`config.mk`:
```
export PLATFORM = sky130hd
export DESIGN_NAME = pipeline_hazard_ctrl_flat
export DESIGN_NICKNAME = d
export VERILOG_FILES = /design/src/rtl/pipeline_hazard_ctrl_pkg.sv /design/src/rtl/pipeline_hazard_ctrl_if.sv /design/src/rtl/pipeline_hazard_ctrl_fwd_select.sv /design/src/rtl/pipeline_hazard_ctrl.sv /design/src/flat_wrapper.sv
export SDC_FILE = /design/constraint.sdc
export NUM_CORES = 1
export LEC_CHECK = 0
export BUFFER_PORTS_ARGS = -buffer_cell sky130_fd_sc_hd__clkbuf_2
export CORE_MARGIN = 8
export CORE_UTILIZATION = 50
export DETAILED_ROUTE_END_ITERATION = 8
export GPL_TIMING_DRIVEN = 1
export MAX_ROUTING_LAYER = met4
export PLACE_DENSITY = 0.78
export SKIP_LAST_GASP = 1
export SYNTH_ARGS = -nofsm -noshare
export SYNTH_HDL_FRONTEND = slang
export SYNTH_HIERARCHICAL = 1
export SYNTH_SLANG_ARGS = --single-unit
```
`constraint.sdc`:
```
create_clock -name clk -period 2.3 [get_ports clk]
set_input_delay 0.345 -clock clk [delete_from_list [all_inputs] [get_ports clk]]
set_output_delay 0.345 -clock clk [all_outputs]
set_load 0.005 [all_outputs]
```
`src/rtl/pipeline_hazard_ctrl_pkg.sv`:
```
// Shared types and constants for the SPARC pipeline hazard controller.
// Holds the state encoding, forwarding selects and the %g0 register number.
package sparc_pipe_pkg;

  typedef logic [4:0] reg_t;
  typedef logic [1:0] fwd_t;
  typedef logic [1:0] st_t;

  localparam st_t ST_RUN        = 2'd0;
  localparam st_t ST_LOAD_STALL = 2'd1;
  localparam st_t ST_MEM_WAIT   = 2'd2;
  localparam st_t ST_HALT_RST   = 2'd3;

  localparam fwd_t FWD_RF  = 2'b00;
  localparam fwd_t FWD_EX  = 2'b01;
  localparam fwd_t FWD_MEM = 2'b10;
  localparam fwd_t FWD_WB  = 2'b11;

  localparam reg_t REG_G0 = 5'd0;

  function automatic logic fwd_hit(
    input logic use_op,
    input reg_t rs,
    input reg_t rd,
    input logic le
  );
    return use_op & le & (rd == rs) & (rs != REG_G0);
  endfunction

endpackage

```
`src/rtl/pipeline_hazard_ctrl_if.sv`:
```
// Pipeline-side bundle of the hazard controller.
// master = datapath, slave = hazard controller.
interface pipeline_hazard_ctrl_if;
  import sparc_pipe_pkg::*;

  reg_t ID_rs1;
  reg_t ID_rs2;
  reg_t ID_rd;
  logic ID_use_rs1;
  logic ID_use_rs2;
  logic ID_use_rd;
  reg_t EX_RD;
  reg_t MEM_RD;
  reg_t WB_RD;
  logic EX_RF_LE;
  logic MEM_RF_LE;
  logic WB_RF_LE;
  logic EX_load;
  logic annul_delay;
  logic mem_busy;

  logic pc_le;
  logic if_id_le;
  logic if_id_clr;
  logic id_ex_clr;
  logic pipe_le;
  fwd_t fwd_sel1;
  fwd_t fwd_sel2;
  fwd_t fwd_sel3;

  modport master (
    output ID_rs1, ID_rs2, ID_rd,
    output ID_use_rs1, ID_use_rs2, ID_use_rd,
    output EX_RD, MEM_RD, WB_RD,
    output EX_RF_LE, MEM_RF_LE, WB_RF_LE,
    output EX_load, annul_delay, mem_busy,
    input  pc_le, if_id_le, if_id_clr,
    input  id_ex_clr, pipe_le,
    input  fwd_sel1, fwd_sel2, fwd_sel3
  );

  modport slave (
    input  ID_rs1, ID_rs2, ID_rd,
    input  ID_use_rs1, ID_use_rs2, ID_use_rd,
    input  EX_RD, MEM_RD, WB_RD,
    input  EX_RF_LE, MEM_RF_LE, WB_RF_LE,
    input  EX_load, annul_delay, mem_busy,
    output pc_le, if_id_le, if_id_clr,
    output id_ex_clr, pipe_le,
    output fwd_sel1, fwd_sel2, fwd_sel3
  );

endinterface

```
`src/rtl/pipeline_hazard_ctrl_fwd_select.sv`:
```
// Operand forwarding select for one ID-stage operand mux.
// Youngest producer wins: EX over MEM over WB, else register file.
module fwd_select
  import sparc_pipe_pkg::*;
(
  input  reg_t rs,
  input  logic use_op,
  input  reg_t ex_rd,
  input  logic ex_le,
  input  reg_t mem_rd,
  input  logic mem_le,
  input  reg_t wb_rd,
  input  logic wb_le,
  output fwd_t sel
);

  logic hit_ex;
  logic hit_mem;
  logic hit_wb;

  assign hit_ex  = fwd_hit(use_op, rs, ex_rd, ex_le);
  assign hit_mem = fwd_hit(use_op, rs, mem_rd, mem_le);
  assign hit_wb  = fwd_hit(use_op, rs, wb_rd, wb_le);

  always_comb begin
    sel = FWD_RF;
    if (hit_ex)
      sel = FWD_EX;
    else if (hit_mem)
      sel = FWD_MEM;
    else if (hit_wb)
      sel = FWD_WB;
  end

endmodule

```
`src/rtl/pipeline_hazard_ctrl.sv`:
```
// Hazard and sequencing controller for the 5-stage SPARC pipeline.
// Load-use bubble, memory freeze, delay-slot annul and forwarding.
module pipeline_hazard_ctrl
  import sparc_pipe_pkg::*;
#(
  parameter int WAIT_MAX = 64,
  parameter int CNT_W    = 16
) (
  input  logic             clk,
  input  logic             reset,
  pipeline_hazard_ctrl_if.slave hz,
  output logic [CNT_W-1:0] stall_cycles,
  output logic             mem_timeout
);

  localparam int WC_W = $clog2(WAIT_MAX + 1);
  localparam logic [WC_W-1:0] WC_MAX = WC_W'(WAIT_MAX);
  localparam logic [WC_W-1:0] WC_TRIP = WC_W'(WAIT_MAX - 1);

  st_t             state;
  st_t             state_nx;
  logic [WC_W-1:0] wait_cnt;

  fwd_t s1;
  fwd_t s2;
  fwd_t s3;

  logic halt;
  logic lu;
  logic lu_eff;
  logic sel_halt;
  logic sel_busy;
  logic sel_lu;
  logic sel_ann;
  logic pc_le;

  fwd_select u_mx1 (
    .rs     (hz.ID_rs1),
    .use_op (hz.ID_use_rs1),
    .ex_rd  (hz.EX_RD),
    .ex_le  (hz.EX_RF_LE),
    .mem_rd (hz.MEM_RD),
    .mem_le (hz.MEM_RF_LE),
    .wb_rd  (hz.WB_RD),
    .wb_le  (hz.WB_RF_LE),
    .sel    (s1)
  );

  fwd_select u_mx2 (
    .rs     (hz.ID_rs2),
    .use_op (hz.ID_use_rs2),
    .ex_rd  (hz.EX_RD),
    .ex_le  (hz.EX_RF_LE),
    .mem_rd (hz.MEM_RD),
    .mem_le (hz.MEM_RF_LE),
    .wb_rd  (hz.WB_RD),
    .wb_le  (hz.WB_RF_LE),
    .sel    (s2)
  );

  fwd_select u_mx3 (
    .rs     (hz.ID_rd),
    .use_op (hz.ID_use_rd),
    .ex_rd  (hz.EX_RD),
    .ex_le  (hz.EX_RF_LE),
    .mem_rd (hz.MEM_RD),
    .mem_le (hz.MEM_RF_LE),
    .wb_rd  (hz.WB_RD),
    .wb_le  (hz.WB_RF_LE),
    .sel    (s3)
  );

  assign halt = !reset || (state == ST_HALT_RST);

  assign lu = hz.EX_load & hz.EX_RF_LE &
              (hz.EX_RD != REG_G0) &
              ((hz.ID_use_rs1 & (hz.ID_rs1 == hz.EX_RD)) |
               (hz.ID_use_rs2 & (hz.ID_rs2 == hz.EX_RD)) |
               (hz.ID_use_rd  & (hz.ID_rd  == hz.EX_RD)));

  // The bubble occupies EX during LOAD_STALL, so no second stall.
  assign lu_eff = lu & (state != ST_LOAD_STALL);

  assign sel_halt = halt;
  assign sel_busy = !halt & hz.mem_busy;
  assign sel_lu   = !halt & !hz.mem_busy & lu_eff;
  assign sel_ann  = !halt & !hz.mem_busy & !lu_eff &
                    hz.annul_delay;

  always_comb begin
    pc_le        = 1'b1;
    hz.if_id_le  = 1'b1;
    hz.pipe_le   = 1'b1;
    hz.if_id_clr = 1'b0;
    hz.id_ex_clr = 1'b0;
    state_nx     = ST_RUN;
    unique case (1'b1)
      sel_halt: begin
        pc_le        = 1'b0;
        hz.if_id_le  = 1'b0;
        hz.pipe_le   = 1'b0;
        hz.if_id_clr = 1'b1;
        hz.id_ex_clr = 1'b1;
      end
      sel_busy: begin
        pc_le       = 1'b0;
        hz.if_id_le = 1'b0;
        hz.pipe_le  = 1'b0;
        state_nx    = ST_MEM_WAIT;
      end
      sel_lu: begin
        pc_le        = 1'b0;
        hz.if_id_le  = 1'b0;
        hz.id_ex_clr = 1'b1;
        state_nx     = ST_LOAD_STALL;
      end
      sel_ann: begin
        hz.if_id_clr = 1'b1;
      end
      default: begin
      end
    endcase
  end

  always_comb begin
    hz.pc_le    = pc_le;
    hz.fwd_sel1 = halt ? FWD_RF : s1;
    hz.fwd_sel2 = halt ? FWD_RF : s2;
    hz.fwd_sel3 = halt ? FWD_RF : s3;
  end

  always_ff @(posedge clk or negedge reset) begin
    if (!reset) begin
      state        <= ST_HALT_RST;
      wait_cnt     <= '0;
      stall_cycles <= '0;
      mem_timeout  <= 1'b0;
    end else begin
      state <= state_nx;
      if (!hz.mem_busy)
        wait_cnt <= '0;
      else if (wait_cnt != WC_MAX)
        wait_cnt <= wait_cnt + 1'b1;
      if (hz.mem_busy && (wait_cnt >= WC_TRIP))
        mem_timeout <= 1'b1;
      if (!pc_le && (state != ST_HALT_RST) &&
          (stall_cycles != '1))
        stall_cycles <= stall_cycles + 1'b1;
    end
  end

endmodule

```
`src/flat_wrapper.sv`:
```
// flat-port wrapper written by rule: the top's interface ports become plain ports
module pipeline_hazard_ctrl_flat import sparc_pipe_pkg::*;
#(
  parameter int WAIT_MAX = 64,
  parameter int CNT_W    = 16
)
  (clk, reset, stall_cycles, mem_timeout, hz_ID_rs1, hz_ID_rs2, hz_ID_rd, hz_ID_use_rs1, hz_ID_use_rs2, hz_ID_use_rd, hz_EX_RD, hz_MEM_RD, hz_WB_RD, hz_EX_RF_LE, hz_MEM_RF_LE, hz_WB_RF_LE, hz_EX_load, hz_annul_delay, hz_mem_busy, hz_pc_le, hz_if_id_le, hz_if_id_clr, hz_id_ex_clr, hz_pipe_le, hz_fwd_sel1, hz_fwd_sel2, hz_fwd_sel3);
  pipeline_hazard_ctrl_if hz_i ();
  input  logic clk;
  input  logic reset;
  output logic [CNT_W-1:0] stall_cycles;
  output logic mem_timeout;
  input wire logic [$bits(hz_i.ID_rs1)-1:0] hz_ID_rs1;
  input wire logic [$bits(hz_i.ID_rs2)-1:0] hz_ID_rs2;
  input wire logic [$bits(hz_i.ID_rd)-1:0] hz_ID_rd;
  input wire logic [$bits(hz_i.ID_use_rs1)-1:0] hz_ID_use_rs1;
  input wire logic [$bits(hz_i.ID_use_rs2)-1:0] hz_ID_use_rs2;
  input wire logic [$bits(hz_i.ID_use_rd)-1:0] hz_ID_use_rd;
  input wire logic [$bits(hz_i.EX_RD)-1:0] hz_EX_RD;
  input wire logic [$bits(hz_i.MEM_RD)-1:0] hz_MEM_RD;
  input wire logic [$bits(hz_i.WB_RD)-1:0] hz_WB_RD;
  input wire logic [$bits(hz_i.EX_RF_LE)-1:0] hz_EX_RF_LE;
  input wire logic [$bits(hz_i.MEM_RF_LE)-1:0] hz_MEM_RF_LE;
  input wire logic [$bits(hz_i.WB_RF_LE)-1:0] hz_WB_RF_LE;
  input wire logic [$bits(hz_i.EX_load)-1:0] hz_EX_load;
  input wire logic [$bits(hz_i.annul_delay)-1:0] hz_annul_delay;
  input wire logic [$bits(hz_i.mem_busy)-1:0] hz_mem_busy;
  output wire logic [$bits(hz_i.pc_le)-1:0] hz_pc_le;
  output wire logic [$bits(hz_i.if_id_le)-1:0] hz_if_id_le;
  output wire logic [$bits(hz_i.if_id_clr)-1:0] hz_if_id_clr;
  output wire logic [$bits(hz_i.id_ex_clr)-1:0] hz_id_ex_clr;
  output wire logic [$bits(hz_i.pipe_le)-1:0] hz_pipe_le;
  output wire logic [$bits(hz_i.fwd_sel1)-1:0] hz_fwd_sel1;
  output wire logic [$bits(hz_i.fwd_sel2)-1:0] hz_fwd_sel2;
  output wire logic [$bits(hz_i.fwd_sel3)-1:0] hz_fwd_sel3;
  assign hz_i.ID_rs1 = hz_ID_rs1;
  assign hz_i.ID_rs2 = hz_ID_rs2;
  assign hz_i.ID_rd = hz_ID_rd;
  assign hz_i.ID_use_rs1 = hz_ID_use_rs1;
  assign hz_i.ID_use_rs2 = hz_ID_use_rs2;
  assign hz_i.ID_use_rd = hz_ID_use_rd;
  assign hz_i.EX_RD = hz_EX_RD;
  assign hz_i.MEM_RD = hz_MEM_RD;
  assign hz_i.WB_RD = hz_WB_RD;
  assign hz_i.EX_RF_LE = hz_EX_RF_LE;
  assign hz_i.MEM_RF_LE = hz_MEM_RF_LE;
  assign hz_i.WB_RF_LE = hz_WB_RF_LE;
  assign hz_i.EX_load = hz_EX_load;
  assign hz_i.annul_delay = hz_annul_delay;
  assign hz_i.mem_busy = hz_mem_busy;
  assign hz_pc_le = hz_i.pc_le;
  assign hz_if_id_le = hz_i.if_id_le;
  assign hz_if_id_clr = hz_i.if_id_clr;
  assign hz_id_ex_clr = hz_i.id_ex_clr;
  assign hz_pipe_le = hz_i.pipe_le;
  assign hz_fwd_sel1 = hz_i.fwd_sel1;
  assign hz_fwd_sel2 = hz_i.fwd_sel2;
  assign hz_fwd_sel3 = hz_i.fwd_sel3;
  pipeline_hazard_ctrl #(.WAIT_MAX(WAIT_MAX), .CNT_W(CNT_W)) u_core (.clk(clk), .reset(reset), .hz(hz_i), .stall_cycles(stall_cycles), .mem_timeout(mem_timeout));
endmodule
```
==> flow_summary.ini <==
[global_route]
track_usage = 0.168
grt_pass1_wl_mm = 9.92
grt_overflow = 0
first_global_vias = 2249
grt_max_degree = 22
antenna_found_initial = 0

[job]
cap_violations = 0

[synth]
synth_seq_area_share = 0.291
syn-cell-area_um2 = 2250
yosys.cell_types.count = 45
synth_compound_area_frac = 0.0902
yosys_warnings = 6
syn_area_per_cell_um2 = 9.21
synthMuxAreaShare = 0.0267
ys_ff_latch = 26
syn-num-nets = 288
synth_xor_area_frac = 0.292
netlist_instances = 244
synthAdderAreaFrac = 0.0167
synth_simple_gate_area_frac = 0.263
synth_top_family_by_area = XOR/XNOR gates

[floorplanning]
die_h_um = 83.0
start_util = 0.516
fp-row-count = 24
die_w_um = 83.0
dieArea_um2 = 6900
io_pins = 69
core_um2 = 4350

[finish]
nets = 371
post_route_cells_drive_above_1_share = 0.325
num_antenna_cells = 0
finish.utilization = 0.642
layout.cells.non_filler = 378
area_delta_synth_final_pct = 24.3

[clock_network]
cts_buffers = 3
clock_path_buffers = 2
cts_resized = 0
clk_pin_slew_ns = 0.09
tritoncts = yes
clock_latency_ns = 0.27
cts_sinks = 26
hold_buffers = 1
cts_root_buf = clkbuf_8
postCtsSetupRepairBufs = 0
ctsHtreeMaxLevel = 1

[setup_path]
crit_family = compound AO/OA/AOI/OAI gates
cp_cell_sequence = clkbuf_2, xnor2_1, nand4_1, o22ai_1, a31oi_1, a211o_1, a31o_2, clkbuf_2
crit_buf_inv = 2
cp_slowest_cell = a211o_1
crit_type = in2out
critPathArrivalTime_ns = 1.84
cp_slowest_stage_delay_ns = 0.33
cp-end-kind = output port
path_common_cell = clkbuf_2
worstPathMaxFanout = 7
start_kind = primary input
critPathRequiredTime_ns = 1.96

[placement]
dp_hpwl_mm = 4.85
dp.cells = 373
gp_congestion = 0.884
pre_cts_ws_ns = 0.116
portBuffers = 68

[pwr]
leakage_nw = 1.28
vdd_drop_max_v = 0.000251
pwr_density_cell_nw_per_um2 = 495

[timing]
rsz0062_at_grt = no
slew_headroom = 0.675
fin_setup_tns_ns = 0
worstMarginPinSlew_ns = 0.483
period_needed_ns = 2.19
hold_viol = 0
fmax_ghz = 0.457
drv_slew = 0
fin_skew_ns = 0.00279
setup_viol_count_final = 0
finalWorstSetupSlack_ns = 0.112
post-route-period-util = 0.951

[route]
dr.pass1.iters = 5
drc = 0
drt_iter0_drc = 82
vias_per_cell = 5.57
via_count = 2105
drt_wl_total_mm = 5.77
wl_per_cell_um = 15.3
ant_nets = 0

[status]
status = completed

[hold_path]
holdCritPathClass = in2async
==> area by class of cell <==
type                       count  area (um2)
multi-input combinational    209        1550
tap                           52        65.1
clock buffer                   4        55.1
timing repair buffer          80         445
fill                         378        1560
inverter                       7        26.3
sequential                    26         653
==> cell usage after synthesis (all sizes together) <==
cell type | n | area, um2
nand2 | 15 | 63.8
nand3 | 10 | 50.1
a21o | 1 | 7.51
nand4 | 13 | 81.3
a31oi | 1 | 6.26
mux2 | 5 | 60.1
o22ai | 1 | 6.26
nor3b | 1 | 7.51
buf | 2 | 18.8
ha | 3 | 37.5
o21ai | 9 | 48.8
a22o | 1 | 8.76
and2 | 8 | 50.1
or3 | 3 | 18.8
nor4b | 1 | 15.0
and3 | 1 | 6.26
o211ai | 1 | 12.5
a31o | 1 | 8.76
a21boi | 4 | 33.8
a211o | 1 | 8.76
xor2 | 53 | 464
inv | 7 | 26.3
nor3 | 7 | 35.0
dfstp | 2 | 52.6
a21oi | 4 | 20.0
dfrtp | 24 | 601
or4 | 5 | 37.5
o21a | 3 | 22.5
and4 | 3 | 33.8
a22oi | 1 | 7.51
nor2 | 11 | 48.8
nand2b | 2 | 12.5
xnor2 | 22 | 193
a311o | 1 | 11.3
nor4 | 17 | 131
==> logic make-up after synthesis <==
group	after synthesis
adders and majority gates	3
AOI/OAI and AO/OA	29
muxes	5
and+or+nand+nor	97
DFF	26
xor gates and xnor gates	75
buffers and inverters	9
==> power by group <==
group | internal [W] | switching [W]
logic | 0.000225 | 0.000248
registers | 0.000531 | 0.0000865
clock network | 0.000153 | 0.000138
total | 0.000909 | 0.000473
==> per-layer routing <==
metal  up-vias  GRT usage  share of wire
met5         -          -              0
met4         0     0.0543          0.016
met3        12     0.0215          0.035
met2        69      0.291           0.50
met1       981      0.196           0.45
li1       1043          -              -
==> sequential cells by signal, indices dropped and copies added, names as in the netlist <==
signal and cells:
u_core/mem_timeout 1, u_core/stall_cycles 16, u_core/state 2, u_core/wait_cnt 7
==> worst paths after layout <==
kind                                     from                       to  slack [ns]  cells after the start
max                               hz_EX_RD[2]             hz_if_id_clr        0.11                      8
min                                     reset       u_core/wait_cnt[6]        0.08                      2
max reg2reg                   u_core/state[0]  u_core/stall_cycles[13]        0.16                      6
min reg2reg                u_core/mem_timeout       u_core/mem_timeout        0.47                      1
max in group asynchronous               reset       u_core/wait_cnt[4]        1.58                      3
min in group clk                  hz_mem_busy          u_core/state[0]        0.39                      3
==> cells in the final DEF, fill, tap and decap left out, types with 4 or more instances in the layout <==
cell / instances
a21oi_1: 4
and2_1: 8
buf_4: 10
clkbuf_2: 68
clkbuf_8: 4
dfrtp_1: 24
inv_1: 5
nand2_1: 14
nand3_1: 10
nand4_1: 13
nor2_1: 8
nor3_1: 7
nor4_1: 13
nor4_2: 4
o21ai_0: 5
or4_1: 5
xnor2_1: 22
xor2_1: 53
==> metrics by stage <==
step	total power (W)	area (um2)	hold slack (ns)
3_3_place_gp	0.00109	2730	0.290
5_1_grt	0.00148	2790	0.0934
4_1_cts	0.00139	2790	0.0808
2_1_floorplan	0.000861	2250	0.0494
6_report	0.00138	2790	0.0771
3_5_place_dp	0.00110	2730	0.283
Note: power is estimated with default switching activity, not from simulation.
